## src/rtl/theta_pkg.sv

```systemverilog
// Shared types and constants for the rotational-position tracker.
// Filter build option: THETA_AVG_EN.
package theta_pkg;

    typedef enum logic [1:0] {
        IDLE,
        SYNC,
        LOCKED
    } theta_state_t;

    localparam int THETA_SYNC_STAGES = 2;

endpackage

```

## src/rtl/period_avg.sv

```systemverilog
// Running-sum circular-buffer average of revolution periods.
// Built only when THETA_AVG_EN is defined.
module period_avg #(
    parameter int COUNT_W  = 32,
    parameter int AVG_LOG2 = 3
) (
    input  logic               clk,
    input  logic               rst_n,
    input  logic               preload,
    input  logic               valid,
    input  logic [COUNT_W-1:0] sample,
    output logic [COUNT_W-1:0] period
);

    localparam int DEPTH = 1 << AVG_LOG2;
    localparam int PTR_W = (AVG_LOG2 > 0) ? AVG_LOG2 : 1;
    localparam int SUM_W = COUNT_W + AVG_LOG2;

    logic [COUNT_W-1:0] hist_q [DEPTH];
    logic [PTR_W-1:0]   wr_q;
    logic [SUM_W-1:0]   sum_q;
    logic [PTR_W-1:0]   wr_next;

    assign wr_next = (wr_q == PTR_W'(DEPTH - 1)) ? '0 : wr_q + 1'b1;

    always_ff @(posedge clk or negedge rst_n) begin
        if (!rst_n) begin
            for (int i = 0; i < DEPTH; i++) begin
                hist_q[i] <= '0;
            end
            wr_q  <= '0;
            sum_q <= '0;
        end else if (preload) begin
            // Seed every slot so the first average is the fresh sample.
            for (int i = 0; i < DEPTH; i++) begin
                hist_q[i] <= sample;
            end
            wr_q  <= '0;
            sum_q <= SUM_W'(sample) << AVG_LOG2;
        end else if (valid) begin
            hist_q[wr_q] <= sample;
            wr_q         <= wr_next;
            sum_q        <= sum_q - SUM_W'(hist_q[wr_q]) + SUM_W'(sample);
        end
    end

    assign period = COUNT_W'(sum_q >> AVG_LOG2);

endmodule

```

## src/rtl/theta_tracker.sv

```systemverilog
// IR index pulse to discretised angle tracker with lock and stall detection.
// Define THETA_AVG_EN to average the period over 2^AVG_LOG2 revolutions.
module theta_tracker
    import theta_pkg::*;
#(
    parameter int COUNT_W         = 32,
    parameter int ROTATIONAL_RES  = 1024,
    parameter int DEBOUNCE_CYCLES = 1000,
    parameter int AVG_LOG2        = 3,
    parameter int STALL_CYCLES    = 50_000_000
) (
    input  logic                              clk_in,
    input  logic                              rst_in,
    input  logic                              ir_tripped,
    output logic [$clog2(ROTATIONAL_RES)-1:0] dtheta,
    output logic                              locked,
    output logic [COUNT_W-1:0]                period,
    output logic                              rev_pulse
);

    localparam int RES_W = $clog2(ROTATIONAL_RES);
    localparam logic [RES_W-1:0] DTHETA_MAX = RES_W'(ROTATIONAL_RES - 1);
    localparam logic [COUNT_W-1:0] DEB_LIM = COUNT_W'(DEBOUNCE_CYCLES);
    localparam logic [COUNT_W-1:0] STALL_LIM = COUNT_W'(STALL_CYCLES);
    localparam int S = THETA_SYNC_STAGES;

    logic [S-1:0]       sync_q;
    logic               prev_q;
    logic               mark_q;
    theta_state_t       state_q;
    logic [COUNT_W-1:0] theta_q;
    logic [COUNT_W-1:0] angle_q;
    logic               seen_q;
    logic               accept;
    logic               stall;
    logic               update;
    logic [COUNT_W-1:0] cp_raw;
    logic [COUNT_W-1:0] cp_theta;

    always_ff @(posedge clk_in or negedge rst_in) begin
        if (!rst_in) begin
            sync_q <= '0;
            prev_q <= 1'b0;
            mark_q <= 1'b0;
        end else begin
            sync_q <= {sync_q[S-2:0], ir_tripped};
            prev_q <= sync_q[S-1];
            mark_q <= sync_q[S-1] & ~prev_q;
        end
    end

    assign accept = mark_q && (!seen_q || theta_q >= DEB_LIM);
    assign stall  = (state_q != IDLE) && (theta_q == STALL_LIM) && !accept;
    assign update = accept && (state_q == LOCKED);

`ifdef THETA_AVG_EN
    logic preload;

    assign preload = accept && (state_q == SYNC);

    period_avg #(
        .COUNT_W (COUNT_W),
        .AVG_LOG2(AVG_LOG2)
    ) u_avg (
        .clk    (clk_in),
        .rst_n  (rst_in),
        .preload(preload),
        .valid  (update),
        .sample (theta_q),
        .period (period)
    );
`else
    logic               capture;
    logic [COUNT_W-1:0] sample_q;

    assign capture = accept && (state_q != IDLE);

    always_ff @(posedge clk_in or negedge rst_in) begin
        if (!rst_in) begin
            sample_q <= '0;
        end else if (capture) begin
            sample_q <= theta_q;
        end
    end

    assign period = sample_q;
`endif

    // A zero step would never advance the angle on very fast rotation.
    assign cp_raw   = period >> RES_W;
    assign cp_theta = (cp_raw == '0) ? COUNT_W'(1) : cp_raw;

    always_ff @(posedge clk_in or negedge rst_in) begin
        if (!rst_in) begin
            state_q   <= IDLE;
            theta_q   <= '0;
            seen_q    <= 1'b0;
            angle_q   <= '0;
            dtheta    <= '0;
            locked    <= 1'b0;
            rev_pulse <= 1'b0;
        end else begin
            rev_pulse <= update;
            if (accept) begin
                theta_q <= '0;
                seen_q  <= 1'b1;
            end else if (theta_q != '1) begin
                theta_q <= theta_q + 1'b1;
            end
            unique case (state_q)
                IDLE: begin
                    locked  <= 1'b0;
                    dtheta  <= '0;
                    angle_q <= '0;
                    if (accept) begin
                        state_q <= SYNC;
                    end
                end
                SYNC: begin
                    dtheta  <= '0;
                    angle_q <= '0;
                    if (accept) begin
                        state_q <= LOCKED;
                        locked  <= 1'b1;
                    end else if (stall) begin
                        state_q <= IDLE;
                        locked  <= 1'b0;
                    end
                end
                LOCKED: begin
                    if (accept) begin
                        dtheta  <= '0;
                        angle_q <= '0;
                    end else if (stall) begin
                        state_q <= IDLE;
                        locked  <= 1'b0;
                        dtheta  <= '0;
                        angle_q <= '0;
                    end else if (angle_q == cp_theta - COUNT_W'(1)) begin
                        angle_q <= '0;
                        // Hold at the last step until the next index mark.
                        if (dtheta != DTHETA_MAX) begin
                            dtheta <= dtheta + 1'b1;
                        end
                    end else begin
                        angle_q <= angle_q + 1'b1;
                    end
                end
                default: begin
                    state_q <= IDLE;
                    locked  <= 1'b0;
                    dtheta  <= '0;
                    angle_q <= '0;
                end
            endcase
        end
    end

endmodule
```

## config.mk

```make
export PLATFORM = sky130hd
export DESIGN_NAME = theta_tracker
export DESIGN_NICKNAME = d
export VERILOG_FILES = /design/src/rtl/theta_pkg.sv /design/src/rtl/period_avg.sv /design/src/rtl/theta_tracker.sv
export SDC_FILE = /design/constraint.sdc
export NUM_CORES = 1
export LEC_CHECK = 0
export ABC_AREA = 1
export BUFFER_PORTS_ARGS = -buffer_cell sky130_fd_sc_hd__buf_2
export CELL_PAD_IN_SITES_DETAIL_PLACEMENT = 1
export CELL_PAD_IN_SITES_GLOBAL_PLACEMENT = 2
export CORE_ASPECT_RATIO = 0.6
export CORE_UTILIZATION = 25
export CTS_BUF_LIST = sky130_fd_sc_hd__clkbuf_16
export DETAILED_ROUTE_END_ITERATION = 8
export PLACE_DENSITY_LB_ADDON = 0.1
export SETUP_SLACK_MARGIN = 0.4
export SLEW_MARGIN = 20
export SYNTH_ARGS = -nofsm -noshare
export SYNTH_HDL_FRONTEND = slang
export SYNTH_SLANG_ARGS = --single-unit
```

## constraint.sdc

```tcl
create_clock -name clk_in -period 2.5 [get_ports clk_in]
set_clock_uncertainty 0.05 [all_clocks]
set_input_delay 0.25 -clock clk_in [delete_from_list [all_inputs] [get_ports clk_in]]
set_output_delay 0.25 -clock clk_in [all_outputs]
set_load 0.05 [all_outputs]
```

-- After elaboration in Yosys (flattened, before gate mapping)
Cells that the tools add are included.
- flip-flop bits (word level): 115
- bits of input ports: 3
- output and inout bits: 44
- logic and storage cells: 63
- $add $sub $neg: 4
- $lt $le $gt $ge: 1
- equal/unequal tests: 10
- multiplexer cells: 21
- bitwise operators: 2
- reductions and logical operators: 14
- operator list (kind ; number):
    two-way mux 32 bit ; 6
    adder 32 x 1 -> 32 bit, second input constant ; 2
    two-way mux 10 bit ; 5
    == test 32 x 26 -> 1 bit, second input constant ; 1
    == test 32 bit ; 1
    >= comparator 32 x 10 -> 1 bit, second input constant ; 1
    logical NOT 32 bit ; 1
    != test 32 bit, second input constant ; 1
    subtractor 22 x 1 -> 23 bit, second input constant ; 1
    two-way mux 22 bit ; 1
    adder 10 x 1 -> 10 bit, second input constant ; 1
    != test 10 bit, second input constant ; 1
    two-way mux 2 bit ; 4
    != test 4 x 3 -> 1 bit, second input constant ; 2
    one-hot mux 2 bit (3 select lines) ; 1
    logical AND 1 bit ; 5
    != test 2 bit, second input constant ; 2
    AND reduction 2 bit ; 2
    nonzero test 2 bit ; 2
    two-way mux 1 bit ; 3
    == test 2 x 1 -> 1 bit, second input constant ; 1
    == test 2 bit, second input constant ; 1
    logical NOT 1 bit ; 2
    logical NOT 2 bit ; 1
    other kinds (4) ; 4

-- Depth between registers and ports, before layout
Gate-level depths: netlist of the first run.
- depth after elaboration: 8
- gate-level depth with buffers: 23
- depth with buffers taken out: 23

-- Least setup slack after synthesis of the first run
OpenSTA, ideal clock, no wires.
- kind: reg-to-reg
- start: reg sample_q[22], in the netlist period[22]
- end: reg dtheta[2]
- setup time: 120 ps
- arrival: 2798 ps
- required time: 2330 ps
- setup slack: -468 ps
- stages on the path, launching flop included: 23
- buffers on the path: 0
- period minus slack after synthesis: 2968 ps
- path through: dfrtp_1 -> nor2_1 -> nand2_1 -> nor2_2 -> nand3_4 -> nand2_2 -> inv_2 -> ha_1 -> nand2_2 -> nor2_4 -> nand2_2 -> nor2_2 -> nand2_1 -> o21ai_1 -> nand2_1 -> nor2_1 -> nand4_1 -> nor2_1 -> nand4_1 -> nand2_2 -> nand2_2 -> nand2_1 -> nand2_1
- cells in the longest elaborated chain, start to end: 6
- RTL lines (item ; RTL line ; source):
    start: declaration ; theta_tracker.sv:74 ; logic [COUNT_W-1:0] sample_q;
    start signal: assignment ; theta_tracker.sv:82 ; sample_q <= theta_q;
    logical NOT 32 bit ; theta_tracker.sv:91 ; assign cp_theta = (cp_raw == '0) ? COUNT_W'(1) : cp_raw;
    two-way mux 22 bit (*) ; theta_tracker.sv:91 ;
    subtractor 22 x 1 -> 23 bit (*) ; theta_tracker.sv:139 ; end else if (angle_q == cp_theta - COUNT_W'(1)) begin
    == test 32 bit (*) ; theta_tracker.sv:139 ;
    != test 4 x 3 -> 1 bit (no line) (*) ; - ;
    AND reduction 2 bit (no line) (*) ; - ;
    end signal: assignment ; theta_tracker.sv:143 ; dtheta <= dtheta + 1'b1;
    end: declaration ; theta_tracker.sv:15 ; output logic [$clog2(ROTATIONAL_RES)-1:0] dtheta,
Every way passes the cells marked *; elsewhere a longest branch is shown, timed or not.
A chain may end at the register's enable or synchronous reset.

-- Worst setup path in the final report of the first run
- start: reg sample_q[31], in the netlist period[31]
- end: reg dtheta[6]
The elaborated chain is that of the path after synthesis.

==> flow_summary_export.csv, run 1 <==
group,metric,value,unit
floorplan,die_area,28200,µm²
floorplan,io_pins,47,
logic_synthesis,synthDistinctLibCells,47,
global_routing,grt_pass1_vias,7184,
power_and_ir_drop,seq_power_share,27.4,%
placement,port_buffers,46,
worst_setup_path,worst_path_largest_cell_delay,0.40,ns
routing,drt-initial-drc-count,460,
logic_synthesis,async_flop_share,100.0,%
floorplan,start_util,25.75,%
logic_synthesis,synth_edf_count,0,
layout,diodes,0,
floorplan,die_x,216.1,µm
hold_path,hp-class,"input pin to asynchronous set/reset pin",
layout,num-fill-cells,3134,
logic_synthesis,synth_nets,901,
floorplan,die_y,130.5,µm
logic_synthesis,ys_ff_latch,115,
sta,finalSetupTns,-26.13,ns
sta,setup_violations,107,
placement,placed_cell_area,8747,µm²
power_and_ir_drop,p_sw_share,36.49,%
power_and_ir_drop,peakVddDrop,502.9,µV
worst_setup_path,path_cells,"or2_4, nor2_4, nand3_4, nand2_4, inv_4, ha_4, nand2_8, nor2_4, nand2_4, nor2_4, o21ai_2, nand2_1, nor2_1, nand4_1, nor2_4, nand4_1, nand2_4, buf_12, nand2_8, nand2_2, nand2_2",
global_routing,grt_max_degree,45,
routing,wl_per_cell,19.73,µm
worst_setup_path,end_kind,"register",
logic_synthesis,synth_area,6878,µm²
power_and_ir_drop,comb_power_share,36.3,%
worst_setup_path,critPathMostFrequentCell,"nor2_4",
cts,cts_tree,"yes",
worst_setup_path,critPathMaxFanout,5,
sta,worst_slack,-0.5104,ns
layout,area_delta_synth_final,59.89,%
global_routing,grt_util_all_layers,22.20,%
sta,hold_ws,0.2647,ns
power_and_ir_drop,switchingPower,2.858,mW
routing,drt-pass1-iter-count,5,
cts,clk_pin_slew,0.06,ns
power_and_ir_drop,pwr_density_cell,712.3,nW/µm²
logic_synthesis,synthFlopType,"dfrtp_1",
routing,remaining_drc_errors,0,
sta,worst_pin_slew,0.5907,ns
routing,vias,7102,
global_routing,top_usage_layer,"met1",
cts,worstSkewPairLatency,0.44,ns
cts,cts.sinks,115,
sta,min_period_over_period,120.4,%
logic_synthesis,yosysWarnings,0,
cts,clock_path_buffers,2,
global_routing,grt_util_met1,36.66,%
worst_setup_path,crit_required,2.78,ns
worst_setup_path,cp-start-kind,"register",
logic_synthesis,synth.top_cell.area_share,41.84,%
power_and_ir_drop,clockPowerShare,36.3,%
floorplan,placementRows,46,
global_routing,use_met3,7.106,%
layout,num-nets-final,1153,
sta,slew_viol_final,0,
layout,drive_above_1_share,43.59,%
global_routing,grt-ovfl-total,0,
sta,slew_headroom,60.26,%
floorplan,core-area,26710,µm²
routing,detail_route.vias_per_cell,4.691,
global_routing,grt_pass1_wl,45.91,mm
worst_setup_path,path_class,"register to register",
placement,place.gp.congestion,0.8684,
cts,cts_inserted_buffers,17,
worst_setup_path,slowest_stage,"dfrtp_2",
sta,fmax,0.3322,GHz
logic_synthesis,synth_top_area_cell,"dfrtp_1",
sta,finalHoldViolCount,0,
job,maxCapViolCount,0,
logic_synthesis,netlist_instances,889,
cts,h-tree-depth,4,
layout,final_cell_area,11000,µm²
routing,postRouteAntennaNets,0,
status,violations,"setup timing",
power_and_ir_drop,cellLeakagePower,4.935,nW
cts,clock-root-buffer,"clkbuf_16",
global_routing,use_met2,26.28,%
logic_synthesis,synth-seq-area-share,41.84,%
sta,rsz0062_at_grt,"yes",
logic_synthesis,synth.area.top_cells,"dfrtp_1 42%, nand2_1 10%, nor2_1 6.5%, inv_1 5.5%, xor2_1 5.1%",
global_routing,antenna_found_initial,0,
logic_synthesis,synth.avg_cell_area,7.737,µm²
sta,finalCriticalPeriod,3.010,ns
routing,drt_wl_total,29.87,mm
worst_setup_path,arrival,3.29,ns
power_and_ir_drop,intPower,4.975,mW
placement,dp_hpwl,21.87,mm
status,status,"finished with violations",
[layout by cell type (no fill, tap or decap), drive strengths merged]
master and n:
buf 246, nand2 195, nor2 136, dfrtp 115, inv 105, nand3 54, o21ai 51, nor3 43
xor2 40, nor4 27, nand4 27, a21oi 23, clkbuf 18, xnor2 11, or2 10, ha 9
bufinv 6, o31ai 5, clkinv 5, a211oi 4, clkinvlp 4, mux2 3, nand3b 2, a31oi 2
nor3b 2, dlygate4sd3 2, a41o 1, o32ai 1, o21bai 1, xnor3 1, o211ai 1, nand2b 1
or4 1, a2bb2oi 1, o211a 1
[Yosys cell counts (all sizes together) (3+ instances only)]
| cell | number |
|---|---|
| o21ai | 51 |
| or2 | 10 |
| nor3 | 43 |
| ha | 9 |
| xnor2 | 11 |
| inv | 104 |
| nand3 | 54 |
| xor2 | 40 |
| nor2 | 136 |
| dfrtp | 115 |
| clkbuf | 10 |
| a21oi | 23 |
| nor4 | 27 |
| buf | 7 |
| a211oi | 4 |
| nand2 | 194 |
| mux2 | 3 |
| o31ai | 5 |
| nand4 | 27 |
[sequential cells by signal, summed over array words and instances (netlist names)]
name       count
period        32
angle_q       32
rev_pulse      1
prev_q         1
seen_q         1
mark_q         1
theta_q       32
locked         1
sync_q         2
dtheta        10
state_q        2
[per-layer routing]
| metal | part of all wire [%] | wire length (µm) |
|---|---|---|
| met1 | 56 | 16830 |
| met2 | 35 | 10590 |
| met3 | 7.7 | 2289 |
| met4 | 0.55 | 163 |
| met5 | 0 | 0 |
[through the flow]
| stage | std cells | worst slack (ns) | util [%] | total power [mW] |
|---|---|---|---|---|
| after floorplan | 889 | -0.2207 | - | 3.492 |
| after global placement | 1430 | -0.6136 | 32.75 | 4.348 |
| after detailed placement | 1430 | -0.7328 | 32.75 | 4.386 |
| after CTS | 1505 | -0.4932 | 39.53 | 7.704 |
| after global routing | 1514 | -0.7099 | 41.18 | 8.262 |
| final | 1514 | -0.5104 | 41.18 | 7.833 |
[critical path: cells and delay by family (launching register included)]
kind	cells	cell delay [ns]
simple gates	17	1.99
flops	1	0.40
buf+inv	2	0.18
fa+ha+maj	1	0.17
compound gates	1	0.12
[area by class of cell]
| cell class | count | area (µm²) | share of cell area [%] |
|---|---|---|---|
| clock buffer | 17 | 425.4 | 3.868 |
| inverter | 105 | 399.1 | 3.630 |
| multi-input combinational | 653 | 4295 | 39.06 |
| clock inverter | 15 | 240.2 | 2.185 |
| tap | 360 | 450.4 | 4.096 |
| sequential | 115 | 2905 | 26.42 |
| timing repair buffer | 249 | 2281 | 20.74 |
[power groups by stage]
stage / sequential (mW) / clock, mW / combinational, mW
4_1_cts: 2.12 / 2.91 / 2.67
2_1_floorplan: 2.37 / 0 / 1.12
3_5_place_dp: 2.15 / 0 / 2.24
3_3_place_gp: 2.14 / 0 / 2.21
5_1_grt: 2.16 / 2.99 / 3.11
6_report: 2.14 / 2.85 / 2.84
[what timing repair did]
action | in CTS | in global routing
pin swaps | 17 | 33
gates resized for setup | 197 | 89
endpoints found under the setup margin | 110 | 111
setup buffers | 31 | 8
hold buffers | 2 | 0
hold endpoints to repair | 42 | 0
gates cloned | 10 | 1
[final timing paths]
path / end / start / cells after the start / slack (ns)
max in group asynchronous: period[28]$_DFFE_PN0P_ / rst_in / 3 / 1.36
min in group clk_in: sync_q[1]$_DFF_PN0_ / sync_q[0]$_DFF_PN0_ / 0 / 0.30
min: state_q[1]$_DFFE_PN0P_ / rst_in / 2 / 0.26
max: dtheta[6]$_DFFE_PN0P_ / period[31]$_DFFE_PN0P_ / 21 / -0.51
min reg2reg: sync_q[1]$_DFF_PN0_ / sync_q[0]$_DFF_PN0_ / 0 / 0.30
max reg2reg: dtheta[6]$_DFFE_PN0P_ / period[31]$_DFFE_PN0P_ / 21 / -0.51
[cell families (layout without fill, tap and decap cells)]
| logic type | after synthesis | after routing | share of synthesized area (%) |
|---|---|---|---|
| flops | 115 | 115 | 41.84 |
| buf+inv | 122 | 386 | 7.022 |
| simple gates | 497 | 498 | 34.87 |
| compound gates | 91 | 91 | 7.313 |
| fa+ha+maj | 9 | 9 | 1.637 |
| mux | 3 | 3 | 0.4911 |
| xor+xnor | 52 | 52 | 6.822 |
(Power assumes the default switching activity.)
==> inputs of run 2 (changes only) <==
--- a/config.mk
+++ b/config.mk
@@ -5,7 +5,6 @@
 export SDC_FILE = /design/constraint.sdc
 export NUM_CORES = 1
 export LEC_CHECK = 0
-export ABC_AREA = 1
 export BUFFER_PORTS_ARGS = -buffer_cell sky130_fd_sc_hd__buf_2
 export CELL_PAD_IN_SITES_DETAIL_PLACEMENT = 1
 export CELL_PAD_IN_SITES_GLOBAL_PLACEMENT = 2
==> run 2 against run 1 <==
  * The run still ends with setup timing left
  * Combinational power is 57% lower
  * Largest cell class unchanged
  * Power down 30%
  * Synthesized cell count decreased by 26%
==> flow_summary_export.csv, run 2 <==
group,metric,value,unit
status,status,"finished with violations",
status,violations,"setup timing",
routing,drt-pass1-iter-count,4,
logic_synthesis,synth_edf_count,0,
worst_setup_path,r2r-end,"dtheta[6]$_DFFE_PN0P_",
logic_synthesis,ys_ff_latch,115,
global_routing,grt_util_met1,28.64,%
sta,worst_pin_slew,0.7370,ns
layout,fin_cells,1209,
sta,setup_violations,42,
power_and_ir_drop,switchingPower,1.718,mW
global_routing,use_met3,3.169,%
power_and_ir_drop,cellLeakagePower,4.595,nW
logic_synthesis,synth_mux_area_share,6.009,%
hold_path,hp-class,"register to register",
floorplan,die_area,26490,µm²
global_routing,grt_pass1_wl,36.41,mm
power_and_ir_drop,comb_power_share,22.1,%
cts,cts_inserted_buffers,17,
worst_setup_path,crit_required,2.74,ns
worst_setup_path,rrSetupSlack,-1.0,ns
logic_synthesis,synth_most_common_cell,"dfrtp_1",
routing,remaining_drc_errors,0,
power_and_ir_drop,pwr_density_cell,555.4,nW/µm²
logic_synthesis,synth_top_area_cell,"dfrtp_1",
worst_setup_path,arrival,3.74,ns
sta,finalSetupTns,-40.38,ns
global_routing,grt_util_all_layers,18.16,%
sta,worst_slack,-0.9965,ns
logic_synthesis,synth.avg_cell_area,9.825,µm²
layout,final_util,38.97,%
logic_synthesis,netlist_instances,657,
power_and_ir_drop,p_sw_share,31.33,%
layout,area_delta_synth_final,52.96,%
worst_setup_path,end_kind,"register",
cts,cts_tree,"yes",
logic_synthesis,yosysWarnings,0,
floorplan,die_x,209.4,µm
sta,min_period_over_period,139.9,%
placement,placed_cell_area,8010,µm²
placement,dp.cells,1131,
global_routing,antenna_found_initial,1,
layout,mostFrequentLayoutCell,"buf_4",
cts,clock-root-buffer,"clkbuf_16",
layout,num-nets-final,879,
logic_synthesis,synth_top_family_by_area,"simple AND/OR/NAND/NOR gates",
floorplan,core-area,25340,µm²
cts,clk_pin_slew,0.06,ns
logic_synthesis,synth-seq-area-share,44.58,%
sta,finalHoldViolCount,0,
power_and_ir_drop,seq_power_share,37.8,%
sta,slew_headroom,50.41,%
global_routing,grt_pass1_vias,6141,
job,maxCapViolCount,0,
sta,hold_ws,0.2981,ns
routing,drt-initial-drc-count,287,
floorplan,start_util,25.48,%
logic_synthesis,synthDistinctLibCells,67,
routing,wl_per_cell,19.92,µm
floorplan,die_y,126.5,µm
layout,diodes,0,
sta,fmax,0.2860,GHz
global_routing,top_usage_layer,"met1",
logic_synthesis,synth.top_cell.area_share,44.58,%
logic_synthesis,synthFlopType,"dfrtp_1",
logic_synthesis,synth_compound_gate_area_share,7.405,%
logic_synthesis,synth.area.top_cells,"dfrtp_1 45%, xor2_1 6.2%, mux2_2 5.2%, nor2_1 5.1%, xnor2_1 4.6%",
routing,postRouteAntennaNets,0,
floorplan,placementRows,45,
layout,num-fill-cells,2870,
worst_setup_path,r2r-start,"period[23]$_DFFE_PN0P_",
power_and_ir_drop,peakVddDrop,404.9,µV
routing,drt_wl_total,24.08,mm
global_routing,grt_max_degree,44,
routing,detail_route.vias_per_cell,4.885,
cts,cts.sinks,115,
floorplan,io_pins,47,
placement,pre_cts_slack,-1.132,ns
global_routing,grt-ovfl-total,0,
placement,port_buffers,46,
logic_synthesis,synth_area,6455,µm²
sta,slew_viol_final,0,
worst_setup_path,worstRegToRegCells,14,
global_routing,use_met2,24.65,%
worst_setup_path,cp-endpoint,"dtheta[6]$_DFFE_PN0P_",
worst_setup_path,path_class,"register to register",
power_and_ir_drop,intPower,3.766,mW
worst_setup_path,critPathMaxFanout,6,
placement,place.gp.congestion,0.7863,
cts,clock_path_buffers,2,
placement,dp_hpwl,16.49,mm
logic_synthesis,async_flop_share,100.0,%
power_and_ir_drop,total_power,5.484,mW
logic_synthesis,synth_xor_area_share,10.85,%
layout,most-common-layout-cells,"127 x buf_4, 102 x dfrtp_1, 82 x nor2_1",
logic_synthesis,synth_simple_gate_area_share,26.34,%
routing,vias,5906,
logic_synthesis,synth_nets,669,
layout,drive_above_1_share,45.57,%
cts,worstSkewPairLatency,0.43,ns
power_and_ir_drop,clockPowerShare,40.1,%
logic_synthesis,synth_fa_ha_area_share,1.745,%
sta,finalCriticalPeriod,3.496,ns
worst_setup_path,crit_start,"period[23]$_DFFE_PN0P_",
worst_setup_path,cp-start-kind,"register",
logic_synthesis,synth.cells.most_frequent,"115 x dfrtp_1, 87 x nor2_1, 46 x xor2_1, 42 x nand2_1, 37 x nand3_1",
sta,rsz0062_at_grt,"yes",
layout,final_cell_area,9873,µm²
cts,h-tree-depth,4,
[run 2: changes by cell type in the layout (fill, tap and decap cells not counted), sizes merged, moves of 17 or more]
cell	before	now
nand2	195	43
inv	105	20
nor2	136	88
o21ai	51	13
buf	246	210
mux2	3	30
nor3	43	17
xnor2	11	34
nand3	54	37
[run 2: power groups by stage]
stage / Clock [mW] / Sequential [mW] / Combinational [mW]
2_1_floorplan: 0 / 2.26 / 0.293
3_3_place_gp: 0 / 2.08 / 0.802
3_5_place_dp: 0 / 2.09 / 0.822
4_1_cts: 2.26 / 2.06 / 1.10
5_1_grt: 2.35 / 2.09 / 1.31
6_report: 2.20 / 2.07 / 1.21
[run 2: area by class of cell]
cell class,instances,area (µm²),area share [%]
Clock buffer,17,425.4,4.309
Clock inverter,15,93.84,0.9504
Sequential cell,115,2894,29.31
Tap cell,329,411.6,4.169
Timing Repair Buffer,216,1878,19.02
Inverter,19,71.32,0.7223
Multi-Input combinational cell,498,4099,41.52
[run 2: repair_timing]
action | 4_1_cts | 5_1_grt
buffers inserted | 24 | 11
pin swaps | 73 | 42
hold buffers | 2 | 0
gates resized for setup | 127 | 59
endpoints found under the setup margin | 107 | 107
endpoints found under the hold margin | 42 | 0
gates cloned | 4 | 5
[run 2: worst min-delay path by stage]
stage,to,from,slack (ns),cells past startpoint
after floorplan,angle_q[0]$_DFF_PN0_,rst_in,-0.1,0
after global placement,rev_pulse$_DFF_PN0_,rst_in,0.25,1
after detailed placement,theta_q[30]$_DFFE_PN0P_,rst_in,0.27,1
after CTS,sync_q[1]$_DFF_PN0_,sync_q[0]$_DFF_PN0_,0.30,0
after global routing,sync_q[1]$_DFF_PN0_,sync_q[0]$_DFF_PN0_,0.31,0
final,sync_q[1]$_DFF_PN0_,sync_q[0]$_DFF_PN0_,0.30,0
[run 2: metal layers]
metal	wire, µm	vias up	part of all wire, %
li1	-	2786	-
met1	13300	3012	55
met2	9722	95	40
met3	919	13	3.8
met4	133	0	0.55
met5	0	-	0
[run 2: cell families after synthesis]
group                      count (synthesis)
AOI/OAI and AO/OA                         66
xor gates and xnor gates                  80
adders and majority gates                  9
buffers and inverters                     44
DFF                                      115
muxes                                     35
and+or+nand+nor                          308
[run 2: critical path: stages (launching register included)]
cell      delay, ns
dfrtp_2        0.40
or4_4          0.57
nor3_4         0.22
a31oi_2        0.13
ha_2           0.23
nor4b_4        0.16
buf_4          0.15
a211oi_2       0.22
a41o_1         0.17
buf_4          0.13
nand4_1        0.13
nor4_4         0.30
buf_6          0.19
and3_4         0.19
a311oi_1       0.09
